<file path="src/rtl/sha256_msg_padder_if.sv">
// Message-word input stream and 512-bit block output for the SHA-256 padder.
interface sha256_msg_padder_if;
    localparam int unsigned WORD_W = 32;
    localparam int unsigned BLK_W  = 512;

    logic [WORD_W-1:0] in_data_i;
    logic [2:0]        in_bytes_i;
    logic              in_last_i;
    logic              in_valid_i;
    logic              in_ready_o;
    logic [BLK_W-1:0]  blk_o;
    logic              blk_first_o;
    logic              blk_last_o;
    logic              blk_valid_o;
    logic              blk_accept_i;

    // Padder side: consumes words, produces blocks.
    modport slave (
        input  in_data_i, in_bytes_i, in_last_i, in_valid_i, blk_accept_i,
        output in_ready_o, blk_o, blk_first_o, blk_last_o, blk_valid_o
    );

    // Feeder/core side: produces words, consumes blocks.
    modport master (
        output in_data_i, in_bytes_i, in_last_i, in_valid_i, blk_accept_i,
        input  in_ready_o, blk_o, blk_first_o, blk_last_o, blk_valid_o
    );
endinterface

</file>
<file path="src/rtl/sha256_msg_padder.sv">
// SHA-256 message padder: packs 32-bit big-endian words into 512-bit blocks,
// appends 0x80, zero fill and the 64-bit bit length, flags first/last blocks.
module sha256_msg_padder #(
    parameter int unsigned LEN_WIDTH = 64
) (
    input  logic                 sha256_clock_i,
    input  logic                 sha256_reset_i,
    sha256_msg_padder_if.slave   bus
);
    localparam int unsigned WORD_W  = 32;
    localparam int unsigned N_WORDS = 16;
    localparam int unsigned IDX_W   = 5;
    localparam logic [WORD_W-1:0] PAD_WORD = 32'h8000_0000;

    typedef enum logic [1:0] {S_FILL, S_SEND, S_PAD_BLK, S_SEND_FINAL} state_t;

    state_t                         r_state, w_state;
    logic [N_WORDS-1:0][WORD_W-1:0] r_buf, w_buf;
    logic [IDX_W-1:0]               r_idx, w_idx;
    logic [LEN_WIDTH-1:0]           r_len, w_len;
    logic                           r_first_pend, w_first_pend;
    logic                           r_pad_pend, w_pad_pend;
    logic                           r_pad_w0, w_pad_w0;
    logic                           r_in_ready, w_in_ready;
    logic                           r_blk_valid, w_blk_valid;
    logic                           r_blk_first, w_blk_first;
    logic                           r_blk_last, w_blk_last;

    logic                           w_xfer, w_acc, w_full;
    logic [2:0]                     w_b;
    logic [IDX_W-1:0]               w_pad_idx;
    logic [WORD_W-1:0]              w_last_word;
    logic [LEN_WIDTH-1:0]           w_len_word, w_len_last;
    logic [63:0]                    w_len_ext, w_len_pad;

    // Handshakes and final-word formatting (byte counts above 4 saturate to 4).
    assign w_xfer      = bus.in_valid_i & r_in_ready;
    assign w_acc       = r_blk_valid & bus.blk_accept_i;
    assign w_b         = (bus.in_bytes_i > 3'd4) ? 3'd4 : bus.in_bytes_i;
    assign w_full      = (w_b == 3'd4);
    assign w_pad_idx   = w_full ? (r_idx + IDX_W'(1)) : r_idx;
    assign w_last_word = w_full ? bus.in_data_i
                       : ((bus.in_data_i & ~(32'hFFFF_FFFF >> {w_b, 3'b000}))
                          | (PAD_WORD >> {w_b, 3'b000}));
    assign w_len_word  = r_len + LEN_WIDTH'(32);
    assign w_len_last  = r_len + LEN_WIDTH'({w_b, 3'b000});
    assign w_len_ext   = 64'(w_len_last);
    assign w_len_pad   = 64'(r_len);

    // Next-state and next-output computation.
    always_comb begin
        w_state      = r_state;
        w_buf        = r_buf;
        w_idx        = r_idx;
        w_len        = r_len;
        w_first_pend = r_first_pend;
        w_pad_pend   = r_pad_pend;
        w_pad_w0     = r_pad_w0;
        w_in_ready   = r_in_ready;
        w_blk_valid  = r_blk_valid;
        w_blk_first  = r_blk_first;
        w_blk_last   = r_blk_last;
        unique case (r_state)
            S_FILL: begin
                if (w_xfer && !bus.in_last_i) begin
                    w_buf[r_idx[3:0]] = bus.in_data_i;
                    w_idx             = r_idx + IDX_W'(1);
                    w_len             = w_len_word;
                    if (r_idx == IDX_W'(N_WORDS - 1)) begin
                        w_state     = S_SEND;
                        w_pad_pend  = 1'b0;
                        w_in_ready  = 1'b0;
                        w_blk_valid = 1'b1;
                        w_blk_first = r_first_pend;
                        w_blk_last  = 1'b0;
                    end
                end else if (w_xfer) begin
                    w_len = w_len_last;
                    for (int unsigned t = 0; t < N_WORDS; t++) begin
                        if (IDX_W'(t) == r_idx) begin
                            w_buf[4'(t)] = w_last_word;
                        end else if (IDX_W'(t) > r_idx) begin
                            w_buf[4'(t)] = (w_full && (IDX_W'(t) == r_idx + IDX_W'(1)))
                                         ? PAD_WORD : '0;
                        end
                    end
                    w_in_ready  = 1'b0;
                    w_blk_valid = 1'b1;
                    w_blk_first = r_first_pend;
                    if (w_pad_idx <= IDX_W'(13)) begin
                        w_buf[4'd14] = w_len_ext[63:32];
                        w_buf[4'd15] = w_len_ext[31:0];
                        w_state      = S_SEND_FINAL;
                        w_blk_last   = 1'b1;
                        w_pad_pend   = 1'b0;
                    end else begin
                        // No room for the length: it goes into a trailing pad block.
                        w_state    = S_SEND;
                        w_blk_last = 1'b0;
                        w_pad_pend = 1'b1;
                        w_pad_w0   = (w_pad_idx == IDX_W'(N_WORDS));
                    end
                end
            end
            S_SEND: begin
                if (w_acc) begin
                    w_blk_valid  = 1'b0;
                    w_blk_first  = 1'b0;
                    w_blk_last   = 1'b0;
                    w_first_pend = 1'b0;
                    w_idx        = '0;
                    if (r_pad_pend) begin
                        w_state = S_PAD_BLK;
                    end else begin
                        w_state    = S_FILL;
                        w_in_ready = 1'b1;
                    end
                end
            end
            S_PAD_BLK: begin
                w_buf        = '0;
                w_buf[4'd0]  = r_pad_w0 ? PAD_WORD : '0;
                w_buf[4'd14] = w_len_pad[63:32];
                w_buf[4'd15] = w_len_pad[31:0];
                w_state      = S_SEND_FINAL;
                w_pad_pend   = 1'b0;
                w_blk_valid  = 1'b1;
                w_blk_first  = r_first_pend;
                w_blk_last   = 1'b1;
            end
            S_SEND_FINAL: begin
                if (w_acc) begin
                    w_state      = S_FILL;
                    w_idx        = '0;
                    w_len        = '0;
                    w_first_pend = 1'b1;
                    w_in_ready   = 1'b1;
                    w_blk_valid  = 1'b0;
                    w_blk_first  = 1'b0;
                    w_blk_last   = 1'b0;
                end
            end
            default: w_state = S_FILL;
        endcase
    end

    // State and output registers with synchronous reset.
    always_ff @(posedge sha256_clock_i) begin
        if (sha256_reset_i) begin
            r_state      <= S_FILL;
            r_buf        <= '0;
            r_idx        <= '0;
            r_len        <= '0;
            r_first_pend <= 1'b1;
            r_pad_pend   <= 1'b0;
            r_pad_w0     <= 1'b0;
            r_in_ready   <= 1'b1;
            r_blk_valid  <= 1'b0;
            r_blk_first  <= 1'b0;
            r_blk_last   <= 1'b0;
        end else begin
            r_state      <= w_state;
            r_buf        <= w_buf;
            r_idx        <= w_idx;
            r_len        <= w_len;
            r_first_pend <= w_first_pend;
            r_pad_pend   <= w_pad_pend;
            r_pad_w0     <= w_pad_w0;
            r_in_ready   <= w_in_ready;
            r_blk_valid  <= w_blk_valid;
            r_blk_first  <= w_blk_first;
            r_blk_last   <= w_blk_last;
        end
    end

    assign bus.in_ready_o  = r_in_ready;
    assign bus.blk_o       = r_buf;
    assign bus.blk_first_o = r_blk_first;
    assign bus.blk_last_o  = r_blk_last;
    assign bus.blk_valid_o = r_blk_valid;
endmodule

</file>
<file path="src/flat_wrapper.sv">
// flat-port wrapper written by rule: the top's interface ports become plain ports
module sha256_msg_padder_flat 
#(
    parameter int unsigned LEN_WIDTH = 64
)
  (sha256_clock_i, sha256_reset_i, bus_in_data_i, bus_in_bytes_i, bus_in_last_i, bus_in_valid_i, bus_blk_accept_i, bus_in_ready_o, bus_blk_o, bus_blk_first_o, bus_blk_last_o, bus_blk_valid_o);
  sha256_msg_padder_if bus_i ();
  input  logic sha256_clock_i;
  input  logic sha256_reset_i;
  input wire logic [$bits(bus_i.in_data_i)-1:0] bus_in_data_i;
  input wire logic [$bits(bus_i.in_bytes_i)-1:0] bus_in_bytes_i;
  input wire logic [$bits(bus_i.in_last_i)-1:0] bus_in_last_i;
  input wire logic [$bits(bus_i.in_valid_i)-1:0] bus_in_valid_i;
  input wire logic [$bits(bus_i.blk_accept_i)-1:0] bus_blk_accept_i;
  output wire logic [$bits(bus_i.in_ready_o)-1:0] bus_in_ready_o;
  output wire logic [$bits(bus_i.blk_o)-1:0] bus_blk_o;
  output wire logic [$bits(bus_i.blk_first_o)-1:0] bus_blk_first_o;
  output wire logic [$bits(bus_i.blk_last_o)-1:0] bus_blk_last_o;
  output wire logic [$bits(bus_i.blk_valid_o)-1:0] bus_blk_valid_o;
  assign bus_i.in_data_i = bus_in_data_i;
  assign bus_i.in_bytes_i = bus_in_bytes_i;
  assign bus_i.in_last_i = bus_in_last_i;
  assign bus_i.in_valid_i = bus_in_valid_i;
  assign bus_i.blk_accept_i = bus_blk_accept_i;
  assign bus_in_ready_o = bus_i.in_ready_o;
  assign bus_blk_o = bus_i.blk_o;
  assign bus_blk_first_o = bus_i.blk_first_o;
  assign bus_blk_last_o = bus_i.blk_last_o;
  assign bus_blk_valid_o = bus_i.blk_valid_o;
  sha256_msg_padder #(.LEN_WIDTH(LEN_WIDTH)) u_core (.sha256_clock_i(sha256_clock_i), .sha256_reset_i(sha256_reset_i), .bus(bus_i));
endmodule
</file>
<file path="config.mk">
export PLATFORM = sky130hd
export DESIGN_NAME = sha256_msg_padder_flat
export DESIGN_NICKNAME = d
export VERILOG_FILES = /design/src/rtl/sha256_msg_padder_if.sv /design/src/rtl/sha256_msg_padder.sv /design/src/flat_wrapper.sv
export SDC_FILE = /design/constraint.sdc
export NUM_CORES = 2
export LEC_CHECK = 0
export ABC_CLOCK_PERIOD_IN_PS = 3130
export CORE_MARGIN = 5
export CORE_UTILIZATION = 39
export CTS_BUF_LIST = sky130_fd_sc_hd__clkbuf_16
export DETAILED_ROUTE_END_ITERATION = 16
export PLACE_DENSITY = 0.7
export REMOVE_ABC_BUFFERS = 1
export SLEW_MARGIN = 20
export SYNTH_ARGS = -nofsm -noshare
export SYNTH_HDL_FRONTEND = slang
export SYNTH_SLANG_ARGS = --single-unit
</file>
<file path="constraint.sdc">
create_clock -name sha256_clock_i -period 3.13 [get_ports sha256_clock_i]
set_input_delay 0.313 -clock sha256_clock_i [delete_from_list [all_inputs] [get_ports sha256_clock_i]]
set_output_delay 0.313 -clock sha256_clock_i [all_outputs]
set_load 0.01 [all_outputs]
</file>
==> flow_summary.yaml <==
global_routing:
  grt_antenna_before_repair: 4
  global_route.usage.total_pct: 33.5
  via_count_of_the_first_global_routing_pass: 27900
  grt_first_pass_wirelength_um: 189000
  global_route.overflow_total: 0
  largest_net_degree_at_the_start_of_global_routing: 158
timing:
  period_needed_ns: 3.03
  fmax_mhz: 330
  final.setup_skew_ns: 0.0225
  timing.final.max_slew_violations: 0
  finalWorstSetupSlack_ns: 0.103
  finalSetupViolations: 0
  timing.final.crit_share_pct: 96.7
  timing_hold_violations_final: 0
  worst_pin_slew_ns: 1.18
  slew-limit-headroom_pct: 21.0
worst_setup_path:
  r2r_start: "u_core.r_state[0]"
  r2r.worst_path.cells: 11
  setup.worst_path.end_class: "register"
  cp_startpoint_kind: "register"
  rrSetupSlack_ns: 0.10
  critical_path.reg2reg.endpoint: "u_core.bus.blk_o[379]"
  worstPathRequired_ns: 3.67
  type_of_the_worst_setup_path: "register to register"
  arrival_ns: 3.57
  critPathMaxFanout: 11
power:
  power_leakage_nw: 12.9
  pwr-share-clk_pct: 31.1
  power.combinational.fraction_pct: 36.6
  switchingPower_w: 0.0102
  sequentialPowerShare_pct: 32.2
  internal_power_w: 0.0152
  worst_ir_drop_vdd_mv: 0.732
  power.density_cell_area_nw_per_um2: 691
  sw_frac_of_total_pct: 40.2
synth:
  yosys_warn_count: 0
  synth_top_cells_by_count: "sky130_fd_sc_hd__dfxtp_1 (587), sky130_fd_sc_hd__nor2_1 (524), sky130_fd_sc_hd__a21oi_1 (432)"
  yosys.area_share.xor_xnor_pct: 1.67
  portion_of_netlist_area_occupied_by_mux_cells_pct: 0.196
  synth-seq-cells: 587
  combined_area_of_all_synthesized_cells_um2: 26800
  synth_sequential_area_ratio_pct: 43.9
  asyncSetResetFlopFracSynth_pct: 0
  netlist.area_leader.share_pct: 43.9
  synth.distinct_cells: 83
  synth_simple_gate_area_share_pct: 25.4
  synth.most_common_cell: "sky130_fd_sc_hd__dfxtp_1"
  combinational_family_with_the_most_area_after_synthesis: "simple AND/OR/NAND/NOR gates"
  synth_largest_area_cell: "sky130_fd_sc_hd__dfxtp_1"
  synth_area_in_compound_gates_pct: 23.2
  count_of_flip_flops_with_a_built_in_enable_after_synthesis: 0
  post_synthesis_share_of_cell_area_spent_on_full_adders_half_adders_and_majority_gates_pct: 0.728
  synth_top_cells_by_area: "sky130_fd_sc_hd__dfxtp_1 (44%), sky130_fd_sc_hd__a21oi_1 (8.1%), sky130_fd_sc_hd__nor2_1 (7.3%)"
  primary_ff_master_synth: "sky130_fd_sc_hd__dfxtp_1"
  postSynthCellCount: 3461
  avgSynthCellArea_um2: 7.74
cells_and_area:
  final_core_utilization_pct: 53.9
  nets: 4105
  fill_cells: 6500
  area_growth_pct: 37.5
  share_of_post_route_cells_with_drive_strength_above_1_pct: 10.6
clock_tree:
  cts-buffers-inserted: 67
  clock_sink_count: 587
  clock_tree.htree_level_count: 3
  cts.root.buffer_cell: "sky130_fd_sc_hd__clkbuf_16"
  cts.clk_slew.worst_paths_ns: 0.06
  insertion_delay_ns: 0.62
  cts-root-to-sink-buffers: 3
  total_of_hold_buffers_inserted_after_clock_tree_synthesis: 0
  cts_tree: "built"
hold_path:
  hold_end: "u_core.r_len[53]"
  holdCritPathClass: "input pin to register"
  hold_path_startpoint: "sha256_reset_i"
  worst_hold_path.num_cells: 2
drt:
  finalWirelength_um: 132000
  first_iter_violations: 3288
  post_detailed_route_count_of_antenna_violating_nets: 0
  routed_via_density: 6.07
  route.detailed.drc: 0
  num_vias: 30200
  routedWlPerCell_um: 26.4
  drt_pass1_iterations: 6
floorplanning:
  initial_core_utilization_pct: 39.2
  die_width_um: 272
  num_rows: 96
  floorplan.core_area_um2: 68300
  die_area_um2: 74000
  ioPinCount: 556
  die_h_um: 272
placement:
  place_hpwl_um: 95400
  gpl.final_weighted_congestion: 1.05
  pre_cts_slack_ns: -0.542
  buffer_ports.inserted: 555
flow_run:
  maxCapViolations: 0
run_status:
  status: "finished clean"
==> cell type report <==
type                    instances  area, um2  area share, %
flip-flops and latches        587      11800           31.9
inverters                      26       97.6          0.265
diodes                          3       7.51         0.0204
clock inverters                47        439           1.19
multi-input cells            2535      13900           37.7
well taps                     882       1100           2.99
clock buffers                  68       1700           4.62
repair buffers                833       7870           21.3
==> stage by stage <==
step / total power (W) / setup TNS [ns] / cells / instance area [um2] / hold WS, ns
after detailed placement: 0.0174 / -14.61 / 4862 / 34600 / 0.442
after floorplan: 0.0124 / -1731.20 / 3148 / 25500 / 0.382
after global placement: 0.0174 / -10.19 / 4862 / 34600 / 0.434
after CTS: 0.0253 / 0 / 4977 / 36800 / 0.109
after global routing: 0.0263 / -0.0315 / 4979 / 36900 / 0.125
final: 0.0255 / 0 / 4981 / 36900 / 0.119
==> timing repair <==
action                                  4_1_cts  5_1_grt
pin swaps                                     0        1
gates resized for setup                       1       12
setup buffers                                 0        1
endpoints found under the setup margin        4       61
==> worst max-delay path by stage <==
stage | start | end | slack, ns | cells after the start
after CTS | u_core.r_len[3] | u_core.r_len[49] | 0.05 | 10
after floorplan | u_core.r_state[0] | u_core.bus.blk_o[321] | -4.96 | 8
after detailed placement | bus_in_bytes_i[0] | u_core.r_len[49] | -0.54 | 12
after global routing | u_core.r_state[0] | u_core.bus.blk_o[381] | -0.02 | 11
final | u_core.r_state[0] | u_core.bus.blk_o[379] | 0.10 | 11
after global placement | bus_in_bytes_i[0] | u_core.r_len[49] | -0.52 | 12
==> power by group through the flow <==
stage / sequential [W] / combinational, W / clock (W)
finish: 0.00821 / 0.00933 / 0.00793
global route: 0.00824 / 0.00979 / 0.00826
CTS: 0.00820 / 0.00909 / 0.00797
detailed placement: 0.00836 / 0.00905 / 0
global placement: 0.00836 / 0.00901 / 0
floorplan: 0.00843 / 0.00398 / 0
==> layer usage <==
metal,vias up,wire length [um],global-route usage (%)
met4,4,7570,15.8
li1,13600,-,-
met2,1721,58100,52.4
met3,355,13800,9.20
met5,-,27,0
met1,14500,52000,43.0
==> cells by family after synthesis <==
group                    count (synthesis)
buffers and inverters                  339
flip-flops                             587
adder cells (fa/ha/maj)                 15
AND/OR/NAND/NOR                       1466
AO/OA/AOI/OAI                          998
XOR/XNOR                                51
multiplexers                             5
==> critical path, cell delays in order, from the launching register on <==
cell,delay [ns]
sky130_fd_sc_hd__dfxtp_1,0.35
sky130_fd_sc_hd__inv_1,0.18
sky130_fd_sc_hd__ha_1,0.43
sky130_fd_sc_hd__nand3_1,0.16
sky130_fd_sc_hd__a21boi_0,0.21
sky130_fd_sc_hd__buf_4,0.21
sky130_fd_sc_hd__a21oi_1,0.14
sky130_fd_sc_hd__nand2_2,0.29
sky130_fd_sc_hd__buf_4,0.27
sky130_fd_sc_hd__nor2_1,0.46
sky130_fd_sc_hd__a22oi_1,0.14
sky130_fd_sc_hd__nor2_1,0.12
==> registers in the layout, summed over array words and instances, names as in the netlist, 2 cells and up <==
name / flops
u_core.bus.blk_o: 512
u_core.r_idx: 5
u_core.r_len: 61
u_core.r_state: 2
==> cell usage in the layout, fill, tap and decap left out, types with 33 or more instances in the layout <==
cell,n
sky130_fd_sc_hd__nand3_1,152
sky130_fd_sc_hd__buf_4,260
sky130_fd_sc_hd__o21ai_0,142
sky130_fd_sc_hd__nor2_1,519
sky130_fd_sc_hd__clkbuf_16,68
sky130_fd_sc_hd__nand2_1,287
sky130_fd_sc_hd__nand4_1,50
sky130_fd_sc_hd__dfxtp_1,586
sky130_fd_sc_hd__nor3_1,240
sky130_fd_sc_hd__a22oi_1,183
sky130_fd_sc_hd__nor4_1,33
sky130_fd_sc_hd__a21oi_1,431
sky130_fd_sc_hd__clkdlybuf4s50_1,552
sky130_fd_sc_hd__nor2b_1,39
Power figures use the tool's default switching activity.
